### config.mk
export PLATFORM = sky130hd
export DESIGN_NAME = multicycle_control_unit_flat
export DESIGN_NICKNAME = d
export VERILOG_FILES = /design/src/rtl/cu_pkg.sv /design/src/rtl/cu_if.sv /design/src/rtl/cu_wait_timer.sv /design/src/rtl/multicycle_control_unit.sv /design/src/flat_wrapper.sv
export SDC_FILE = /design/constraint.sdc
export NUM_CORES = 1
export LEC_CHECK = 0
export BUFFER_PORTS_ARGS = -buffer_cell sky130_fd_sc_hd__buf_2
export CAP_MARGIN = 10
export CELL_PAD_IN_SITES_DETAIL_PLACEMENT = 1
export CELL_PAD_IN_SITES_GLOBAL_PLACEMENT = 1
export CORE_MARGIN = 8
export CORE_UTILIZATION = 42
export CTS_BUF_LIST = sky130_fd_sc_hd__clkbuf_8
export DETAILED_ROUTE_END_ITERATION = 10
export GPL_TIMING_DRIVEN = 0
export PLACE_DENSITY_LB_ADDON = 0.1
export SETUP_SLACK_MARGIN = 0.5
export SLEW_MARGIN = 5
export SYNTH_ARGS = -nofsm -noshare
export SYNTH_HDL_FRONTEND = slang
export SYNTH_SLANG_ARGS = --single-unit
### constraint.sdc
create_clock -name clk -period 5.5 [get_ports clk]
set_input_delay 0.275 -clock clk [delete_from_list [all_inputs] [get_ports clk]]
set_output_delay 0.275 -clock clk [all_outputs]
set_load 0.05 [all_outputs]
### src/rtl/cu_pkg.sv
// cu_pkg: opcodes, ALU encodings, FSM states and decode helpers for the control unit
package cu_pkg;
    localparam int OPCODE_W = 3;
    localparam int ALU_OP_W = 2;
    localparam int RETIRE_W = 8;

    localparam logic [OPCODE_W-1:0] OP_ADD   = 3'd0;
    localparam logic [OPCODE_W-1:0] OP_SUB   = 3'd1;
    localparam logic [OPCODE_W-1:0] OP_AND   = 3'd2;
    localparam logic [OPCODE_W-1:0] OP_OR    = 3'd3;
    localparam logic [OPCODE_W-1:0] OP_LOAD  = 3'd4;
    localparam logic [OPCODE_W-1:0] OP_STORE = 3'd5;
    localparam logic [OPCODE_W-1:0] OP_JUMP  = 3'd6;
    localparam logic [OPCODE_W-1:0] OP_HALT  = 3'd7;

    localparam logic [ALU_OP_W-1:0] ALU_ADD = 2'b00;
    localparam logic [ALU_OP_W-1:0] ALU_SUB = 2'b01;
    localparam logic [ALU_OP_W-1:0] ALU_AND = 2'b10;
    localparam logic [ALU_OP_W-1:0] ALU_OR  = 2'b11;

    typedef enum logic [2:0] {
        S_IDLE, S_FETCH, S_DECODE, S_EXECUTE, S_MEM, S_WRITEBACK, S_HALT, S_ERROR
    } state_t;

    function automatic logic is_alu(input logic [OPCODE_W-1:0] op);
        return op < OP_LOAD;
    endfunction

    // ALU opcodes map straight onto the ALU encoding; everything else uses ADD
    function automatic logic [ALU_OP_W-1:0] alu_of(input logic [OPCODE_W-1:0] op);
        return is_alu(op) ? op[ALU_OP_W-1:0] : ALU_ADD;
    endfunction
endpackage

### src/rtl/cu_if.sv
// cu_if: instruction/memory inputs and datapath control outputs of the control unit
interface cu_if;
    logic [cu_pkg::OPCODE_W-1:0] opcode;
    logic                        mem_ready;
    logic                        pc_inc;
    logic                        ir_load;
    logic                        pc_load;
    logic                        reg_write;
    logic                        mem_read;
    logic                        mem_write;
    logic [cu_pkg::ALU_OP_W-1:0] alu_op;
    logic                        instr_done;
    logic                        halted;
    logic                        error;
    logic [cu_pkg::RETIRE_W-1:0] retire_count;

    modport master (
        input  opcode, mem_ready,
        output pc_inc, ir_load, pc_load, reg_write, mem_read, mem_write,
               alu_op, instr_done, halted, error, retire_count
    );

    modport slave (
        output opcode, mem_ready,
        input  pc_inc, ir_load, pc_load, reg_write, mem_read, mem_write,
               alu_op, instr_done, halted, error, retire_count
    );
endinterface

### src/rtl/cu_wait_timer.sv
// cu_wait_timer: clearable wait counter flagging the last allowed cycle before timeout
module cu_wait_timer #(
    parameter int TIMEOUT = 15
) (
    input  logic clk,
    input  logic reset,
    input  logic clr,
    input  logic en,
    output logic expired
);
    localparam int CW = TIMEOUT > 1 ? $clog2(TIMEOUT) : 1;
    localparam logic [CW-1:0] LAST = CW'(TIMEOUT > 0 ? TIMEOUT - 1 : 0);

    logic [CW-1:0] cnt_d, cnt_q;

    // clear has priority so every MEM visit starts counting from zero
    always_comb begin
        cnt_d = clr ? '0 : en ? cnt_q + CW'(1) : cnt_q;
    end

    // counter register
    always_ff @(posedge clk) begin
        if (reset) cnt_q <= '0;
        else       cnt_q <= cnt_d;
    end

    assign expired = (TIMEOUT > 0) && (cnt_q == LAST);
endmodule

### src/rtl/multicycle_control_unit.sv
// multicycle_control_unit: FETCH/DECODE/EXECUTE/MEM/WRITEBACK sequencer with memory timeout and retire counter
module multicycle_control_unit
    import cu_pkg::*;
#(
    parameter int TIMEOUT = 15
) (
    input  logic clk,
    input  logic reset,
    cu_if.master bus
);
    state_t                state_d, state_q;
    logic [OPCODE_W-1:0]   op_d, op_q;
    logic                  halt_seen_d, halt_seen_q;
    logic [RETIRE_W-1:0]   retire_d, retire_q;
    logic                  timeout;
    logic                  in_mem;
    logic                  done;

    assign in_mem = state_q == S_MEM;

    cu_wait_timer #(.TIMEOUT(TIMEOUT)) u_timer (
        .clk     (clk),
        .reset   (reset),
        .clr     (!in_mem),
        .en      (in_mem),
        .expired (timeout)
    );

    // next state, opcode latch, HALT entry tracking and retire counting
    always_comb begin
        state_d     = state_q;
        op_d        = op_q;
        halt_seen_d = state_q == S_HALT;
        retire_d    = retire_q + RETIRE_W'(done);
        case (state_q)
            S_IDLE:      state_d = S_FETCH;
            S_FETCH:     state_d = S_DECODE;
            S_DECODE: begin
                op_d    = bus.opcode;
                state_d = bus.opcode == OP_HALT ? S_HALT
                        : (bus.opcode == OP_LOAD || bus.opcode == OP_STORE) ? S_MEM
                        : S_EXECUTE;
            end
            S_EXECUTE:   state_d = op_q == OP_JUMP ? S_FETCH : S_WRITEBACK;
            S_MEM:       state_d = bus.mem_ready ? (op_q == OP_LOAD ? S_WRITEBACK : S_FETCH)
                                 : timeout ? S_ERROR : S_MEM;
            S_WRITEBACK: state_d = S_FETCH;
            default:     state_d = state_q;
        endcase
    end

    // state and bookkeeping registers
    always_ff @(posedge clk) begin
        if (reset) begin
            state_q     <= S_IDLE;
            op_q        <= '0;
            halt_seen_q <= 1'b0;
            retire_q    <= '0;
        end else begin
            state_q     <= state_d;
            op_q        <= op_d;
            halt_seen_q <= halt_seen_d;
            retire_q    <= retire_d;
        end
    end

    // STORE completes in the same cycle memory acknowledges, so its done pulse follows mem_ready
    assign done = state_q == S_WRITEBACK
               || (state_q == S_EXECUTE && op_q == OP_JUMP)
               || (in_mem && op_q == OP_STORE && bus.mem_ready)
               || (state_q == S_HALT && !halt_seen_q);

    assign bus.pc_inc       = state_q == S_FETCH;
    assign bus.ir_load      = state_q == S_FETCH;
    assign bus.pc_load      = state_q == S_EXECUTE && op_q == OP_JUMP;
    assign bus.reg_write    = state_q == S_WRITEBACK;
    assign bus.mem_read     = in_mem && op_q == OP_LOAD;
    assign bus.mem_write    = in_mem && op_q == OP_STORE;
    assign bus.alu_op       = (state_q == S_EXECUTE || state_q == S_WRITEBACK) ? alu_of(op_q) : ALU_ADD;
    assign bus.instr_done   = done;
    assign bus.halted       = state_q == S_HALT;
    assign bus.error        = state_q == S_ERROR;
    assign bus.retire_count = retire_q;
endmodule
### src/flat_wrapper.sv
// flat-port wrapper written by rule: the top's interface ports become plain ports
module multicycle_control_unit_flat import cu_pkg::*;
#(
    parameter int TIMEOUT = 15
)
  (clk, reset, bus_opcode, bus_mem_ready, bus_pc_inc, bus_ir_load, bus_pc_load, bus_reg_write, bus_mem_read, bus_mem_write, bus_alu_op, bus_instr_done, bus_halted, bus_error, bus_retire_count);
  cu_if bus_i ();
  input  logic clk;
  input  logic reset;
  input wire logic [$bits(bus_i.opcode)-1:0] bus_opcode;
  input wire logic [$bits(bus_i.mem_ready)-1:0] bus_mem_ready;
  output wire logic [$bits(bus_i.pc_inc)-1:0] bus_pc_inc;
  output wire logic [$bits(bus_i.ir_load)-1:0] bus_ir_load;
  output wire logic [$bits(bus_i.pc_load)-1:0] bus_pc_load;
  output wire logic [$bits(bus_i.reg_write)-1:0] bus_reg_write;
  output wire logic [$bits(bus_i.mem_read)-1:0] bus_mem_read;
  output wire logic [$bits(bus_i.mem_write)-1:0] bus_mem_write;
  output wire logic [$bits(bus_i.alu_op)-1:0] bus_alu_op;
  output wire logic [$bits(bus_i.instr_done)-1:0] bus_instr_done;
  output wire logic [$bits(bus_i.halted)-1:0] bus_halted;
  output wire logic [$bits(bus_i.error)-1:0] bus_error;
  output wire logic [$bits(bus_i.retire_count)-1:0] bus_retire_count;
  assign bus_i.opcode = bus_opcode;
  assign bus_i.mem_ready = bus_mem_ready;
  assign bus_pc_inc = bus_i.pc_inc;
  assign bus_ir_load = bus_i.ir_load;
  assign bus_pc_load = bus_i.pc_load;
  assign bus_reg_write = bus_i.reg_write;
  assign bus_mem_read = bus_i.mem_read;
  assign bus_mem_write = bus_i.mem_write;
  assign bus_alu_op = bus_i.alu_op;
  assign bus_instr_done = bus_i.instr_done;
  assign bus_halted = bus_i.halted;
  assign bus_error = bus_i.error;
  assign bus_retire_count = bus_i.retire_count;
  multicycle_control_unit #(.TIMEOUT(TIMEOUT)) u_core (.clk(clk), .reset(reset), .bus(bus_i));
endmodule
* Word-level counts from Yosys, hierarchy flattened
Cells that the tools add are included.
** Storage, ports and cells
- Logic and storage cells :: 47
- Bits of input ports :: 6
- Register bits :: 19
** Operators by class
- Reduce and logical (&&, ||, !) cells :: 15
- $lt $le $gt $ge :: 1
- Add/sub/neg operators :: 2
- Multiplexer cells :: 9
- Bitwise logic cells :: 1
- Equal/unequal tests :: 14
** Operator list (number)
- equality test 3 bit, second input constant :: 10
- 2-to-1 mux 3 bit :: 5
- case mux 3 bit (5 select lines) :: 1
- adder 8 x 1 -> 8 bit :: 1
- equality test 3 x 2 -> 1 bit, second input constant :: 2
- 2-to-1 mux 2 bit :: 3
- logical AND 1 bit :: 5
- logical OR 1 bit :: 5
- nonzero test 5 bit :: 1
- adder 4 x 1 -> 4 bit, second input constant :: 1
- equality test 4 bit, second input constant :: 1
- OR reduction 2 bit :: 2
- equality test 3 x 1 -> 1 bit, second input constant :: 1
- zero test 3 bit :: 1
- < comparator 3 bit, second input constant :: 1
- zero test 1 bit :: 1
- NOT 1 bit :: 1

* Depth between registers and ports, before layout
- Depth after elaboration :: 6
- Mapped depth :: 9
- Gate-level depth less buffers :: 8

* Cells and area by module
A second synthesis with hierarchy kept.
** Unflattened totals
- Cell total of the unflattened synthesis :: 111
- Area, all modules :: 963.4 um2
** Modules (own cells, without submodules)
- multicycle_control_unit :: times used 1, cells an instance 91, seq. area each 300.3 um2, area an instance 765.7 um2
- cu_wait_timer :: times used 1, cells an instance 20, seq. area each 80.1 um2, area an instance 197.7 um2

* Worst setup path before layout
OpenSTA, ideal clock, no wires.
- Path kind :: register to register
- Start :: register u_core.state_q[0]
- End :: register u_core.retire_q[5] (netlist: u_core.bus.retire_count[5])
- Setup time :: 128 ps
- Required time :: 5372 ps
- Arrival time :: 2915 ps
- Buffers on the path :: 1
- Slack :: 2457 ps
- Cell stages (with the launch flop) :: 10
- Clock period less this slack :: 3043 ps
- Cells stage by stage :: dfxtp_1 > buf_2 > nand2_1 > nor3_1 > a2111o_1 > ha_1 > and3_1 > nand3_1 > xor2_1 > nor2_1
** On the way
- Cells in the longest elaborated chain, start to end :: 6
- Elaborated cells between the ends (all ways) :: 12
** RTL lines
- start, declared :: line multicycle_control_unit.sv:11 : state_t state_d, state_q;
- start signal, assigned :: line multicycle_control_unit.sv:60 : state_q <= state_d;
- equality test 3 x 2 -> 1 bit
- logical AND 1 bit
- named net bus_pc_load :: line flat_wrapper.sv:14 : output wire logic [$bits(bus_i.pc_load)-1:0] bus_pc_load;
- logical OR 1 bit :: line multicycle_control_unit.sv:69 : || (state_q == S_EXECUTE && op_q == OP_JUMP)
- logical OR 1 bit :: line multicycle_control_unit.sv:70 : || (in_mem && op_q == OP_STORE && bus.mem_ready)
- logical OR 1 bit :: line multicycle_control_unit.sv:71 : || (state_q == S_HALT && !halt_seen_q);
- named net bus_instr_done :: line flat_wrapper.sv:19 : output wire logic [$bits(bus_i.instr_done)-1:0] bus_instr_done;
- adder 8 x 1 -> 8 bit :: line multicycle_control_unit.sv:34 : retire_d = retire_q + RETIRE_W'(done);
- end signal, assigned :: line multicycle_control_unit.sv:63 : retire_q <= retire_d;
- end, declared :: line multicycle_control_unit.sv:14 : logic [RETIRE_W-1:0] retire_d, retire_q;
The timed path passes the listed nets, and every way through them passes these cells.
A chain may end at the register's enable or synchronous reset.

* Worst setup path after layout
- Start :: register u_core.state_q[0]
- End :: register u_core.retire_q[6] (netlist: u_core.bus.retire_count[6])
** On the way
- Cells in the longest elaborated chain, start to end :: 6
- Elaborated cells between the ends (all ways) :: 12
** RTL lines (line)
- equality test 3 x 2 -> 1 bit or equality test 3 bit (tied branches) :: multicycle_control_unit.sv:69, multicycle_control_unit.sv:19
- logical AND 1 bit (on tied branches) :: multicycle_control_unit.sv:69, multicycle_control_unit.sv:70
- logical OR 1 bit or logical AND 1 bit (tied branches) :: multicycle_control_unit.sv:69, multicycle_control_unit.sv:70
- logical OR 1 bit :: multicycle_control_unit.sv:70
- logical OR 1 bit (*) :: multicycle_control_unit.sv:71
- adder 8 x 1 -> 8 bit (*) :: multicycle_control_unit.sv:34
Mark *: on every way between the ends. The rest lies on a longest branch, timed or not.

==> impl_metrics.toml <==
[worst_setup_path]
max_stage_delay_ns = 0.45
crit_slowest_cell = "dfxtp_1"
r2r-start = "u_core.state_q[0]"
crit_arrival_ns = 2.40
cp_cell_sequence = "buf_2 > nand3b_1 > nor2_1 > a2111o_1 > ha_1 > ha_1 > nand3_1 > xor2_1 > nor2_1"
endpoint = "u_core.bus.retire_count[6]"
worstPathMaxFanout = 10
worst_r2r_endpoint = "u_core.bus.retire_count[6]"
critical_path_class = "flip-flop to flip-flop"
start_kind = "flip-flop"
r2r_cells = 9
cp.required_ns = 5.63
ff2ff_setup_slack_ns = 3.23
startpoint = "u_core.state_q[0]"
endpoint_kind = "flip-flop"

[finish]
syn_to_final_growth_pct = 21.6
utilization = 0.528
final_nets = 142
drive_gt1_frac = 0.260
insertedDiodeCount = 0

[route]
drt_iter0_drc = 16
post_drt_wl_per_cell_um = 14.7
routed_wl_um = 2340
ant_nets = 0
drc = 0
vias = 794
viasPerCell = 4.99
firstDrtPassIters = 2

[clocking]
root_buffer = "clkbuf_8"
htree_levels = 1
clkLatencyLatePin_ns = 0.25
hold_buffers = 0
path_clk_slew_ns = 0.07
cts_resized = 0
clock_sinks = 19
clock_path_buffers = 2
cts_buffers = 3
cts_tree = "yes"
cts_setup_buffers = 0

[power]
comb_power_share = 0.243
switching_share = 0.326
power.leakage_nw = 0.560
irDropWorstVdd_uv = 155
p_switching_uw = 108
seqPwrFrac = 0.461
internal_power_uw = 224
cellPowerDensity_nw_per_um2 = 292
p_clk_frac = 0.296

[sta]
clock.fmax_mhz = 441
finalHoldViolCount = 0
max_slew_margin = 0.710
report.final.setup_viol = 0
drv_slew = 0
rsz0062_at_grt = "no"
tightest_slew_ns = 0.436
setup_tns_ns = 0
period_needed_ns = 2.27
worst_slack_ns = 3.23
finalCritPeriodShare = 0.412
fin_skew_ns = 0.00176

[synth]
avgSynthCellArea_um2 = 9.06
ys.flop_type = "dfxtp_1"
yosysMostFrequentCell = "dfxtp_1"
ys_types = 34
synth_largest_area_cell = "dfxtp_1"
syn_area_um2 = 933
synth.top_cells.by_count = "dfxtp_1, nor2_1, nand3_1, inv_1, xor2_1"
synth_edf_count = 0
seq_area_frac_synth = 0.408
async_flop_share = 0
yosysWarnings = 0
synth_area_leaders = "dfxtp_1, nor2_1, ha_1"
synth_top_area_frac = 0.408
synth_nets = 113
ys_seq_elements = 19
syn_inst = 103

[global_route]
antenna_found_initial = 0
met3_usage = 0.0477
track_usage = 0.122
grt_start_max_net_pins = 12
grt_pass1_wl_um = 3980
grt-ovfl-total = 0
met2_usage = 0.215
grt_pass1_vias = 818
grt-busiest-layer = "met2"
use_met1 = 0.130

[floorplan]
core_um2 = 2150
die_width_um = 63.1
start_util = 0.434
die-area_um2 = 3990
io_pins = 25
die_h_um = 63.1
rows = 17

[place]
place.gp.congestion = 0.838
place_hpwl_um = 1710
pre_cts_slack_ns = 3.31
io_buffers = 24

[status]
status = "finished, final reports clean"

[min_path]
hp-class = "primary input to flip-flop"

[run]
cap_violations = 0
[metrics by stage]
step / cell area [um2] / power, mW / hold WS (ns) / std cells
2_1_floorplan: 933 / 0.216 / 0.344 / 103
3_3_place_gp: 1090 / 0.234 / 0.445 / 155
3_5_place_dp: 1090 / 0.235 / 0.449 / 155
4_1_cts: 1130 / 0.333 / 0.291 / 159
5_1_grt: 1130 / 0.347 / 0.308 / 159
6_report: 1130 / 0.332 / 0.291 / 159
[layer usage]
| layer | up-vias | part of all wire |
|---|---|---|
| met5 | - | 0 |
| met4 | 0 | 0.0073 |
| met3 | 2 | 0.053 |
| met2 | 14 | 0.48 |
| met1 | 373 | 0.46 |
| li1 | 405 | - |
[how the worst min path moves through the flow]
| stage | start | end | slack [ns] | depth (start not counted) |
|---|---|---|---|---|
| after floorplan | reset | u_core.state_q[0] | 0.34 | 1 |
| after global placement | u_core.u_timer.cnt_q[0] | u_core.u_timer.cnt_q[0] | 0.45 | 1 |
| after detailed placement | u_core.u_timer.cnt_q[0] | u_core.u_timer.cnt_q[0] | 0.45 | 1 |
| after CTS | bus_opcode[1] | u_core.op_q[1] | 0.29 | 3 |
| after global routing | reset | u_core.state_q[2] | 0.31 | 2 |
| final | reset | u_core.state_q[1] | 0.29 | 2 |
[registers in the layout (all words and copies together) (netlist names)]
register / cells
u_core.bus.retire_count: 8
u_core.halt_seen_q: 1
u_core.op_q: 3
u_core.state_q: 3
u_core.u_timer.cnt_q: 4
[placed cells by master (no fill, tap or decap), drive strengths merged, types with 2 or more instances in the layout]
master / Yosys / final
o21ai: 3 / 3
nand3b: 2 / 2
inv: 5 / 5
nor3: 4 / 4
nor3b: 2 / 2
and2: 2 / 2
buf: 4 / 28
and3b: 2 / 2
and3: 4 / 4
xor2: 5 / 5
nor2b: 2 / 2
a21oi: 4 / 4
dfxtp: 19 / 19
xnor2: 4 / 4
nand2: 2 / 2
nor2: 15 / 15
mux2i: 3 / 3
nand3: 6 / 6
clkbuf: 1 / 4
ha: 4 / 4
[area by class of cell]
cell class,instances,area (um2)
repair buffers,24,120
fillers,278,1010
plain buffers,5,32.5
clock buffers,3,41.3
multi-input cells,74,502
flip-flops and latches,19,380
clock inverters,1,5.00
inverters,5,18.8
well taps,28,35.0
[worst max-delay path: cells and delay by family (launching register included)]
family | cells | cell delay [ns]
flip-flops | 1 | 0.45
AO/OA/AOI/OAI | 1 | 0.42
AND/OR/NAND/NOR | 4 | 0.42
adder cells (fa/ha/maj) | 2 | 0.43
XOR/XNOR | 1 | 0.16
buffers and inverters | 1 | 0.25
[kinds of logic after synthesis]
group / Yosys count / synth area share
AND/OR/NAND/NOR: 46 / 0.279
flip-flops: 19 / 0.408
AO/OA/AOI/OAI: 12 / 0.0885
buffers and inverters: 10 / 0.0550
XOR/XNOR: 9 / 0.0844
adder cells (fa/ha/maj): 4 / 0.0536
multiplexers: 3 / 0.0322
[power groups by stage]
stage | clock [mW] | sequential [mW] | combinational (mW)
after floorplan | 0 | 0.154 | 0.0618
after global placement | 0 | 0.155 | 0.0785
after detailed placement | 0 | 0.156 | 0.0794
final | 0.0982 | 0.153 | 0.0806
after global routing | 0.105 | 0.154 | 0.0877
after CTS | 0.0997 | 0.152 | 0.0811
Note: power is estimated with default switching activity, not from simulation.
